$ cat src/rtl/cpu_pkg.sv
// Shared encodings for the 8-bit CPU sequencer: opcodes, FSM states,
// register-input mux selects and the opcode-to-strobe decode.
package cpu_pkg;

    localparam logic [3:0] OP_NOP   = 4'h0;
    localparam logic [3:0] OP_LDA   = 4'h1;
    localparam logic [3:0] OP_LDB   = 4'h2;
    localparam logic [3:0] OP_ADD   = 4'h3;
    localparam logic [3:0] OP_MOVBA = 4'h4;
    localparam logic [3:0] OP_OUT   = 4'h5;
    localparam logic [3:0] OP_JMP   = 4'h6;
    localparam logic [3:0] OP_JNC   = 4'h7;
    localparam logic [3:0] OP_HALT  = 4'hF;

    typedef enum logic [1:0] {
        ST_FETCH = 2'b00,
        ST_EXEC  = 2'b01,
        ST_HALT  = 2'b10
    } state_t;

    localparam logic [1:0] SEL_IMM = 2'b00;
    localparam logic [1:0] SEL_ALU = 2'b01;
    localparam logic [1:0] SEL_A   = 2'b10;

    typedef struct packed {
        logic [1:0] data_sel;
        logic       load_a;
        logic       load_b;
        logic       load_out;
    } ctrl_t;

    localparam ctrl_t CTRL_IDLE = '{data_sel: SEL_IMM, load_a: 1'b0, load_b: 1'b0, load_out: 1'b0};

    // At most one strobe per opcode; opcodes without a strobe keep data_sel at SEL_IMM.
    function automatic ctrl_t decode_ctrl(input logic [3:0] op);
        ctrl_t c;
        c = CTRL_IDLE;
        case (op)
            OP_LDA:   c.load_a = 1'b1;
            OP_LDB:   c.load_b = 1'b1;
            OP_ADD:   begin c.data_sel = SEL_ALU; c.load_a   = 1'b1; end
            OP_MOVBA: begin c.data_sel = SEL_A;   c.load_b   = 1'b1; end
            OP_OUT:   begin c.data_sel = SEL_A;   c.load_out = 1'b1; end
            default:  c = CTRL_IDLE;
        endcase
        return c;
    endfunction

endpackage

$ cat src/rtl/program_counter.sv
// ADDR_W-bit program counter: load has priority over increment, wraps modulo 2^ADDR_W.
module program_counter #(
    parameter int ADDR_W = 4
) (
    input  logic              clock,
    input  logic              nReset,
    input  logic              inc,
    input  logic              load,
    input  logic [ADDR_W-1:0] load_val,
    output logic [ADDR_W-1:0] pc
);

    logic [ADDR_W-1:0] pc_d;
    logic [ADDR_W-1:0] pc_q;

    always_comb begin
        if (load) begin
            pc_d = load_val;
        end else if (inc) begin
            pc_d = pc_q + ADDR_W'(1);
        end else begin
            pc_d = pc_q;
        end
    end

    always_ff @(posedge clock or negedge nReset) begin
        if (!nReset) begin
            pc_q <= '0;
        end else begin
            pc_q <= pc_d;
        end
    end

    assign pc = pc_q;

endmodule

$ cat src/rtl/cpu_sequencer.sv
// Two-cycle fetch/execute controller. Strobes are decoded from the fetched
// word on the FETCH edge so they are registered yet high only during EXEC.
module cpu_sequencer
    import cpu_pkg::*;
#(
    parameter int ADDR_W = 4,
    parameter int DATA_W = 8
) (
    input  logic              clock,
    input  logic              nReset,
    input  logic [DATA_W-1:0] instr,
    input  logic              carry,
    output logic [ADDR_W-1:0] addr,
    output logic [3:0]        imm,
    output logic [1:0]        data_sel,
    output logic              load_a,
    output logic              load_b,
    output logic              load_out,
    output logic              halted
);

    state_t            state_d, state_q;
    logic [DATA_W-1:0] ir_d, ir_q;
    ctrl_t             ctrl_d, ctrl_q;
    logic              halted_d, halted_q;
    logic              pc_inc_s;
    logic              pc_load_s;
    logic [3:0]        op_s;
    logic [ADDR_W-1:0] jump_target_s;
    logic [ADDR_W-1:0] pc_s;

    assign op_s          = ir_q[7:4];
    assign jump_target_s = ADDR_W'(ir_q[3:0]);

    program_counter #(.ADDR_W(ADDR_W)) u_pc (
        .clock    (clock),
        .nReset   (nReset),
        .inc      (pc_inc_s),
        .load     (pc_load_s),
        .load_val (jump_target_s),
        .pc       (pc_s)
    );

    always_comb begin
        state_d   = state_q;
        ir_d      = ir_q;
        ctrl_d    = CTRL_IDLE;
        halted_d  = 1'b0;
        pc_inc_s  = 1'b0;
        pc_load_s = 1'b0;
        case (state_q)
            ST_FETCH: begin
                ir_d     = instr;
                pc_inc_s = 1'b1;
                ctrl_d   = decode_ctrl(instr[7:4]);
                state_d  = ST_EXEC;
            end
            ST_EXEC: begin
                // JNC falls through with PC already advanced during FETCH.
                if (op_s == OP_JMP) begin
                    pc_load_s = 1'b1;
                end else if (op_s == OP_JNC) begin
                    pc_load_s = ~carry;
                end else begin
                    pc_load_s = 1'b0;
                end
                if (op_s == OP_HALT) begin
                    state_d  = ST_HALT;
                    halted_d = 1'b1;
                end else begin
                    state_d  = ST_FETCH;
                end
            end
            ST_HALT: begin
                halted_d = 1'b1;
                state_d  = ST_HALT;
            end
            default: begin
                state_d = ST_FETCH;
            end
        endcase
    end

    always_ff @(posedge clock or negedge nReset) begin
        if (!nReset) begin
            state_q  <= ST_FETCH;
            ir_q     <= '0;
            ctrl_q   <= CTRL_IDLE;
            halted_q <= 1'b0;
        end else begin
            state_q  <= state_d;
            ir_q     <= ir_d;
            ctrl_q   <= ctrl_d;
            halted_q <= halted_d;
        end
    end

    assign addr     = pc_s;
    assign imm      = ir_q[3:0];
    assign data_sel = ctrl_q.data_sel;
    assign load_a   = ctrl_q.load_a;
    assign load_b   = ctrl_q.load_b;
    assign load_out = ctrl_q.load_out;
    assign halted   = halted_q;

endmodule

$ cat config.mk
export PLATFORM = sky130hd
export DESIGN_NAME = cpu_sequencer
export DESIGN_NICKNAME = d
export VERILOG_FILES = /design/src/rtl/cpu_pkg.sv /design/src/rtl/program_counter.sv /design/src/rtl/cpu_sequencer.sv
export SDC_FILE = /design/constraint.sdc
export NUM_CORES = 1
export LEC_CHECK = 0
export CORE_MARGIN = 2
export CORE_UTILIZATION = 46
export CTS_CLUSTER_SIZE = 28
export DETAILED_ROUTE_END_ITERATION = 10
export PLACE_DENSITY_LB_ADDON = 0.08
export SYNTH_ARGS = -nofsm -noshare
export SYNTH_HDL_FRONTEND = slang
export SYNTH_SLANG_ARGS = --single-unit
$ cat constraint.sdc
create_clock -name clock -period 1.52 [get_ports clock]
set_input_delay 0.228 -clock clock [delete_from_list [all_inputs] [get_ports clock]]
set_output_delay 0.228 -clock clock [all_outputs]
set_load 0.02 [all_outputs]
# After elaboration in Yosys (flattened, before gate mapping)
# Cells that the tools add are included.
[classes]
add_sub_neg = 1
n_eq_ne = 10
muxes = 15
bitwise = 1
reduce_logical = 5
[ops]
columns = ["operator", "count"]
rows = [
  ["equality test 4 x 3 -> 1 bit (second input constant)", 4],
  ["equality test 4 x 2 -> 1 bit (second input constant)", 2],
  ["two-way mux 1 bit", 8],
  ["two-way mux 4 bit", 2],
  ["one-hot mux 2 bit (3 select lines)", 1],
  ["OR reduction 2 bit", 3],
  ["two-way mux 5 bit", 1],
  ["adder 4 x 1 -> 4 bit (second input constant)", 1],
  ["equality test 4 x 1 -> 1 bit (second input constant)", 1],
  ["equality test 4 bit (second input constant)", 1],
  ["one-hot mux 2 bit (2 select lines)", 1],
  ["equality test 2 x 1 -> 1 bit (second input constant)", 1],
  ["equality test 2 bit (second input constant)", 1],
  ["logical NOT 2 bit", 1],
  ["two-way mux 2 bit", 1],
  ["one-hot mux 1 bit (2 select lines)", 1],
  ["nonzero test 2 bit", 1],
  ["inverter 1 bit", 1],
]
[totals]
reg_bits = 20
inputBits = 11
output_inout_bits = 14
wordCells = 40

# Depth between registers and ports, before layout
# Gate-level depths: netlist of the first run.
[depth]
word_depth = 5
mapped_depth = 6
mapped_depth_nobuf = 5

# Cells and area by module
# Synthesis of the first run repeated with hierarchy kept, for this count alone.
[hier_totals]
cells_unflattened = 65
hier_area_um2 = 874.6
[modules_own_cells]
columns = ["mod", "n_inst", "cells_each", "area_per_inst_um2", "seq_area_each_um2"]
rows = [
  ["cpu_sequencer", 1, 47, 671.9, 400.4],
  ["program_counter", 1, 18, 202.7, 100.1],
]

# Worst setup path before layout of the first run
# No wires, ideal clock.
[synth_path]
path_type = "register -> register"
startpoint = "register u_pc.pc_q[0], in the netlist u_pc.pc[0]"
endpoint = "register u_pc.pc_q[1], in the netlist u_pc.pc[1]"
setup_time_ns = 0.125
arrival_ns = 1.301
t_required_ns = 1.395
path_slack_ns = 0.094
stages_incl_launch_ff = 4
n_path_buf = 0
synth_period_minus_slack_ns = 1.426
cell_sequence = "dfrtp_1 -> ha_1 -> mux2_1 -> mux2_4"
[synth_via]
elab_chain_cells = 3
[synth_lines]
columns = ["element", "line", "rtl"]
rows = [
  ["from (decl)", "program_counter.sv:14", "logic [ADDR_W-1:0] pc_q;"],
  ["from (signal assigned)", "program_counter.sv:30", "pc_q <= pc_d;"],
  ["adder 4 x 1 -> 4 bit", "program_counter.sv:20", "pc_d = pc_q + ADDR_W'(1);"],
  ["two-way mux 4 bit", "program_counter.sv:19", "end else if (inc) begin"],
  ["two-way mux 4 bit", "program_counter.sv:17", "if (load) begin"],
]
# Every way passes these cells. The select of a mux whose other input is x is not followed.
# A chain may end at the register's enable or synchronous reset.

# Worst setup path after layout of the first run
[layout_path]
startpoint = "register halted_q, in the netlist halted"
endpoint = "output halted"
[layout_lines]
columns = ["element", "line", "rtl"]
rows = [
  ["from (decl)", "cpu_sequencer.sv:25", "logic halted_d, halted_q;"],
  ["from (signal assigned)", "cpu_sequencer.sv:94", "halted_q <= halted_d;"],
  ["to (decl)", "cpu_sequencer.sv:19", "output logic halted"],
]
# No word-level cell between the ends.

==> results of run 1 <==
-- through the flow --
stage / cells / area, um^2
after detailed placement: 112 / 1160
after global routing: 116 / 1210
after CTS: 116 / 1190
after global placement: 112 / 1160
after floorplan: 63 / 905
final: 116 / 1210
-- sequential cells by signal (all words and copies together), names as in the netlist --
register  count
ir_q          8
u_pc.pc       4
data_sel      2
state_q       2
halted        1
load_a        1
load_b        1
load_out      1
-- worst paths after layout --
| path | startpoint | end |
|---|---|---|
| worst max register to register | state_q[0] | data_sel[0] |
| worst min-delay path | nReset | load_b |
| worst max-delay path | halted | halted |
| worst min register to register | state_q[0] | state_q[1] |
| max in group asynchronous | nReset | ir_q[5] |
| min in group clock | state_q[0] | state_q[1] |
-- cell type report --
cell class,count,share of cell area
Clock buffer,4,0.0301
Tap cell,27,0.0280
Timing Repair Buffer,27,0.216
Inverter,3,0.00934
Multi-Input combinational cell,35,0.302
Sequential cell,20,0.415
-- worst reg2reg max path, stage by stage, from the launching register on --
cell      delay [ps]
dfrtp_1          410
inv_1            130
ha_4             190
buf_4            190
nand2b_2         100
nor3b_2          200
and2_1           150
-- kinds of logic after synthesis --
| family | after synthesis | share of synthesized area |
|---|---|---|
| DFF | 20 | 0.553 |
| muxes | 14 | 0.181 |
| and+or+nand+nor | 11 | 0.0954 |
| buffers and inverters | 8 | 0.0581 |
| xor gates and xnor gates | 4 | 0.0387 |
| adders and majority gates | 4 | 0.0553 |
| AOI/OAI and AO/OA | 2 | 0.0180 |
-- repair_timing --
item,in CTS,in global routing
hold buffers,0,0
setup endpoints to repair,8,6
gates resized for setup,7,4
hold endpoints to repair,0,0
-- routing by layer --
metal,global-route usage,vias up,share of wire
met5,0,-,0
met2,0.241,11,0.46
met4,0.0571,0,0.0050
li1,-,262,-
met1,0.173,252,0.48
met3,0.0247,2,0.045
-- cell usage in the layout, fill, tap and decap left out --
cell and n:
mux2_2 9, buf_4 3, xor2_1 1, inv_1 2
dlymetal6s2s_1 2, nand4_1 1, a21oi_2 1, nor3b_2 2
nor3_1 1, a21boi_0 1, dfrtp_1 20, clkbuf_4 3
and3_1 1, clkbuf_8 1, ha_4 1, inv_2 1
ha_1 3, nand3_1 1, nand2_4 1, xnor2_1 3
clkdlybuf4s50_1 16, dlygate4sd2_1 6, mux2i_1 1, nand2b_2 1
mux2_1 2, mux2_4 2, and2_1 2, nand2_2 1
-- power groups by stage --
stage	clock [uW]	combinational (uW)	sequential (uW)
after floorplan	0	795	968
after global placement	0	1200	907
after detailed placement	0	1210	907
after CTS	309	1170	892
after global routing	337	1280	928
final	303	1180	888
==> run metrics, run 1 <==
status=finished clean; CP Class=flop to output port; Post-CTS Setup Bufs=0; crit-path max cell delay=590 ps; Sequential cell area=500 um^2; via count=527; Yosys top cell by area=dfrtp_1; core area=0.00190 mm^2; sw frac=0.353; actual slew at the worst max-slew pin=250 ps; ANT cells=0; Yosys reg bits=20; FF-to-FF setup slack=100 ps; critical-path cell list=clkdlybuf4s50_1; top-count cell post-synth=dfrtp_1; pre-CTS setup slack=19.1 ps; area of the mapped netlist=905 um^2; DIE WIDTH=48.3 um; worst path arrival time=1230 ps; max_cap viols=0; Yosys top cell area share=0.553; Num Clock Sinks=20; static leakage=0.000558 uW; Num CTS Buffers=3; global-route usage over all layers=0.139; critical path depth in cells=1; total power=2370 uW; worst path buffer plus inverter count=1; Initial Util=0.476; # IOs=25; cells after synthesis=63; Rows=16; Switch Pwr=837 uW; Iteration-0 DRC Markers=1; Clock transition at path regs=110 ps; Crit. End Element=output port; register area share after synthesis=0.553; fin nets=105; final worst setup slack=62.3 ps; H-tree levels=1; WP data required=1290 ps; delay-heaviest family, CP=buffers and inverters; setup violation total in the final timing report=0; fin crit period=1460 ps; Fin. Hold Viols=0; yosys warns=0; Area contributors post-synth=dfrtp_1 55%, mux2_2 11%, ha_1 5.5%, buf_4 3.3%, mux2_4 3.3%; slew margin rel.=0.833; total congestion overflow=0; fin crit share=0.959; drc violations=0; initial antenna violation count=0; Final Slew Violations=0; proportion of layout cells with a drive suffix above 1=0.292; DR WL/cell=12.0 um; CTS tree=built; DP HPWL=1.06 mm; Layout Skew=1.08 ps; top post-synthesis cells by count=20 x dfrtp_1, 9 x mux2_2, 4 x buf_4, 4 x ha_1; Pwr Density=1970 mW/mm^2; clk_lat worst skew=290 ps; combinational share of power=0.497; RSZ-0062 raised after global routing=no; CTS root buffer=clkbuf_4; final wirelength=1.39 mm; die height=48.3 um; Sum Neg Setup Slack=0 ps; Antenna Violating Nets Remaining=0; number of synthesized flops with an enable pin=0; routability cong.=0.682; first-pass GRT wire length=2.53 mm; clock share of power=0.128; sequential power share=0.375; Final Core Density=0.634; Avg Inst Size Synth=14.4 um^2; Layout area overhead=33.3%; die area=0.00234 mm^2; Fmax=0.686 GHz; FF-to-FF path depth=6; fraction of registers with async set/reset=1.00; input/output buffers=24; Cell variety after synth=22; Post-Syn Nets=78; Max rail drop VDD=1.51 mV; vias in the first global route=577; router iterations before antenna repair=3; Filler Cell Count=156; largest net degree at the start of global routing=21; Max FO, Critical Path=1; Longest Clk Path Bufs=2; area of the multi-input gates=364 um^2; slowest CP cell=clkdlybuf4s50_1; Primary FF master, synth=dfrtp_1; CP startpoint kind=flop; Worst Hold Class=input pin to async pin; vias per inst=4.54; WHS=260 ps; Cell Int Power=1530 uW
Power figures use the tool's default switching activity.
==> run 2, diff against run 1 <==
--- a/config.mk
+++ b/config.mk
@@ -6,7 +6,7 @@
 export NUM_CORES = 1
 export LEC_CHECK = 0
 export CORE_MARGIN = 2
-export CORE_UTILIZATION = 46
+export CORE_UTILIZATION = 49
 export CTS_CLUSTER_SIZE = 28
 export DETAILED_ROUTE_END_ITERATION = 10
 export PLACE_DENSITY_LB_ADDON = 0.08
==> constraint.sdc (replaced) <==
create_clock -name clock -period 1.8 [get_ports clock]
set_input_delay 0.27 -clock clock [delete_from_list [all_inputs] [get_ports clock]]
set_output_delay 0.27 -clock clock [all_outputs]
set_load 0.02 [all_outputs]
==> run 2 against run 1 <==
  * Sequential share of layout area is 1.2 points higher
  * Non-clock buffer count is 1 lower
  * Sequential cell count stayed put
  * Utilization is 4.5 points higher
  * Cell count is 3.4% lower
  * Count of clock-buffer cells in the layout is 1 lower
  * Sequential power is 15% lower
  * Die area is 5.6% lower
  * Routed wire length is 3.7% higher
  * Power is 18% lower
  * Combinational power is 17% lower
  * Critical path type unchanged
==> run metrics, run 2 (synthesis gave the netlist of run 1 again) <==
pre-CTS setup slack=216 ps; drc violations=0; delay-heaviest family, CP=buffers and inverters; Max FO, Critical Path=4; routability cong.=0.707; Clock transition at path regs=110 ps; static leakage=0.000518 uW; DP HPWL=1.10 mm; Biggest register=ir_q; proportion of layout cells with a drive suffix above 1=0.253; clock share of power=0.104; fin crit period=1610 ps; total congestion overflow=0; worst path buffer plus inverter count=1; hold_buf cts=0; Antenna Violating Nets Remaining=0; CP Class=flop to output port; router iterations before antenna repair=2; initial antenna violation count=0; CTS root buffer=clkbuf_4; Rows=15; first-pass GRT wire length=2.32 mm; Crit. End Element=output port; combinational share of power=0.507; DR WL/cell=12.8 um; Layout area overhead=29.6%; status=finished clean; fin crit share=0.896; via count=531; Fmax=0.620 GHz; crit-path max cell delay=630 ps; vias per inst=4.74; final worst setup slack=187 ps; CTS tree=built; Pwr Density=1660 mW/mm^2; Post-CTS Resized=0; worst path arrival time=1340 ps; Num Clock Sinks=20; Cell Int Power=1260 uW; sw frac=0.350; Setup crit start=u_pc.pc[0]; Iteration-0 DRC Markers=1; actual slew at the worst max-slew pin=316 ps; most frequent cells in the layout=24 x clkdlybuf4s50_1, 20 x dfrtp_1, 9 x mux2_2; Final Slew Violations=0; final wirelength=1.44 mm; H-tree levels=1; Longest Clk Path Bufs=2; input/output buffers=24; Largest register FFs=8; Switch Pwr=680 uW; max_cap viols=0; FF-to-FF Start=state_q[1]; setup violation total in the final timing report=0; clk_lat worst skew=290 ps; slew margin rel.=0.789; largest net degree at the start of global routing=21; leading cell type in the layout, fill and taps excluded=clkdlybuf4s50_1; sequential power share=0.389; Max rail drop VDD=0.846 mV; die height=47.0 um; global-route usage over all layers=0.157; CP startpoint kind=flop; Layout Skew=3.91 ps; fin nets=104; core area=0.00173 mm^2; vias in the first global route=521; WP data required=1530 ps; Sum Neg Setup Slack=0 ps; Num CTS Buffers=3; critical-path cell list=clkdlybuf4s50_1; FF-to-FF path depth=6; slowest CP cell=clkdlybuf4s50_1; # IOs=25; Worst Hold Class=input pin to async pin; FF-to-FF setup slack=200 ps; DIE WIDTH=47.0 um; Initial Util=0.524; Post-CTS Setup Bufs=0; RSZ-0062 raised after global routing=no; Fin. Hold Viols=0; WHS=315 ps; critical path depth in cells=1; ANT cells=0; die area=0.00221 mm^2
==> run 2: changes by cell type in the layout (fill, tap and decap cells not counted), sizes merged <==
cell / before / now
clkdlybuf4s50: 16 / 24
clkbuf: 4 / 3
buf: 3 / 2
dlymetal6s2s: 2 / 0
dlygate4sd2: 6 / 0
==> run 2: area by class of cell <==
type,count,area (um^2)
Fill cell,129,554
Timing Repair Buffer,26,255
Clock buffer,3,22.5
Sequential cell,20,500
Inverter,3,11.3
Tap cell,25,31.3
Multi-Input combinational cell,35,352
==> run 2: worst paths after layout <==
check,end
worst max-delay path,addr[0]
worst min-delay path,ir_q[3]
worst max register to register,load_out
worst min register to register,state_q[1]
max in group asynchronous,load_b
min in group clock,state_q[1]
==> run 2: power groups by stage <==
| stage | clock network, uW | registers [uW] | logic (uW) |
|---|---|---|---|
| floorplan | 0 | 817 | 671 |
| global placement | 0 | 760 | 987 |
| detailed placement | 0 | 768 | 996 |
| CTS | 211 | 758 | 1000 |
| global route | 242 | 777 | 1080 |
| finish | 202 | 755 | 985 |
==> run 2: layer usage <==
metal / routed length [um] / part of all wire / track usage
met5: 0 / 0 / 0
met4: 10 / 0.0070 / 0.0833
met3: 64 / 0.045 / 0.0462
met2: 660 / 0.46 / 0.233
met1: 701 / 0.49 / 0.209
==> run 2: through the flow <==
stage	power (uW)	instances	util	area, um^2
global route	2100	112	0.679	1170
CTS	1970	112	0.679	1170
finish	1940	112	0.679	1170
floorplan	1490	63	-	905
global placement	1750	109	0.666	1150
detailed placement	1760	109	0.666	1150
==> run 3, diff against run 2 <==
--- a/config.mk
+++ b/config.mk
@@ -6,9 +6,10 @@
 export NUM_CORES = 1
 export LEC_CHECK = 0
 export CORE_MARGIN = 2
-export CORE_UTILIZATION = 49
+export CORE_UTILIZATION = 50
 export CTS_CLUSTER_SIZE = 28
 export DETAILED_ROUTE_END_ITERATION = 10
+export DONT_BUFFER_PORTS = 1
 export PLACE_DENSITY_LB_ADDON = 0.08
 export SYNTH_ARGS = -nofsm -noshare
 export SYNTH_HDL_FRONTEND = slang
==> run 3 against run 2 <==
  * Sequential share of layout area increased by 10 points
  * Clock skew increased by 2.3 ps
  * Fmax decreased by 0.65%
  * Hold slack got worse by 280 ps
  * Sequential cell count unchanged
  * Die area decreased by 1.8%
  * Cell count decreased by 21%
  * Register-to-register slack got worse by 20 ps
  * Critical endpoint is now load_out
  * Highest routed layer unchanged
==> run metrics, run 3 (synthesis gave the netlist of run 1 again) <==
slew margin rel.=0.388; CP Class=flop to flop; first-pass GRT wire length=2.30 mm; combinational share of power=0.376; clock share of power=0.114; Final Core Density=0.552; Pwr Density=1840 mW/mm^2; Filler Cell Count=148; Iteration-0 DRC Markers=3; sequential power share=0.510; proportion of layout cells with a drive suffix above 1=0.344; worst path arrival time=1850 ps; initial antenna violation count=0; FF-to-FF Start=state_q[1]; Max FO, Critical Path=8; hold_buf cts=1; CTS root buffer=clkbuf_4; Biggest register=ir_q; Antenna Violating Nets Remaining=0; router iterations before antenna repair=4; Largest register FFs=8; routability cong.=0.682; global-route usage over all layers=0.156; die area=0.00217 mm^2; DP HPWL=1.01 mm; WP data required=2030 ps; Max rail drop VDD=0.994 mV; Min-Delay Startpoint=instr[6]; setup violation total in the final timing report=0; Longest Clk Path Bufs=2; CTS tree=built; via count=457; Cell Int Power=1080 uW; CP startpoint kind=flop; DIE WIDTH=46.5 um; Layout Skew=6.17 ps; fin crit share=0.902; ANT cells=0; Crit. End Element=flop; Fmax=0.616 GHz; status=finished clean; actual slew at the worst max-slew pin=915 ps; final worst setup slack=176 ps; Num Clock Sinks=20; fin nets=81; hold depth=1; total power=1730 uW; largest net degree at the start of global routing=21; Num CTS Buffers=3; FF-to-FF path depth=6; WHS=37.8 ps; clk_lat worst skew=290 ps; Switch Pwr=650 uW; Fin. Hold Viols=0; vias in the first global route=503; input/output buffers=0; sw frac=0.375; RSZ-0062 raised after global routing=no; leading cell type in the layout, fill and taps excluded=dfrtp_1; most frequent cells in the layout=20 x dfrtp_1, 9 x mux2_2, 4 x ha_1; Post-CTS Setup Bufs=0; # IOs=25; Rows=15; drc violations=0; pre-CTS setup slack=197 ps; max_cap viols=0; core area=0.00171 mm^2; r2r endpoint=load_out; Layout area overhead=4.15%; total congestion overflow=0; Post-CTS Resized=0; Final Slew Violations=0; Sequential cell area=500 um^2; FF-to-FF setup slack=180 ps; die height=46.5 um; Sum Neg Setup Slack=0 ps; Clock transition at path regs=100 ps; Hold EP=load_a; H-tree levels=1; area of the multi-input gates=352 um^2; final wirelength=1.40 mm; static leakage=0.000432 uW; Worst Hold Class=input pin to flop; Initial Util=0.530; fin crit period=1620 ps; DR WL/cell=15.8 um; vias per inst=5.13
==> run 3: per-layer routing <==
layer	GRT usage	vias to the layer above	routed length, um
met3	0.0471	2	107
met4	0.0857	0	16
li1	-	212	-
met1	0.206	229	647
met5	0	-	0
met2	0.228	14	631
==> run 3: layout make-up <==
type | count | share of cell area
Inverter | 3 | 0.0120
Timing Repair Buffer | 3 | 0.0266
Tap cell | 25 | 0.0332
Sequential cell | 20 | 0.531
Clock buffer | 3 | 0.0239
Multi-Input combinational cell | 35 | 0.373
==> run 3: worst max-delay path by stage <==
stage          slack (ps)    endpoint        from  cells past startpoint
5_1_grt                20    load_out  state_q[1]                      6
3_5_place_dp          200  u_pc.pc[1]  state_q[1]                      4
6_report              180    load_out  state_q[1]                      6
3_3_place_gp          230  u_pc.pc[3]  state_q[1]                      5
4_1_cts               150    load_out  state_q[1]                      6
2_1_floorplan         370  u_pc.pc[1]  u_pc.pc[0]                      3
==> run 3: critical path, cell delays in order (launching register included) <==
cell and delay [ps]:
dfrtp_1 390, inv_1 110, ha_1 380, buf_4 240, nand2b_2 90, nor3b_2 210
and2_1 150
==> run 3: stage by stage <==
| step | std cells | instance area (um^2) |
|---|---|---|
| 6_report | 89 | 942 |
| 5_1_grt | 89 | 942 |
| 4_1_cts | 89 | 942 |
| 3_5_place_dp | 85 | 910 |
| 3_3_place_gp | 85 | 910 |
| 2_1_floorplan | 63 | 905 |
==> run 3: power groups by stage <==
stage	registers, uW	logic [uW]	clock network [uW]
6_report	884	652	198
5_1_grt	912	730	226
4_1_cts	886	666	211
3_5_place_dp	895	650	0
3_3_place_gp	892	640	0
2_1_floorplan	817	671	0
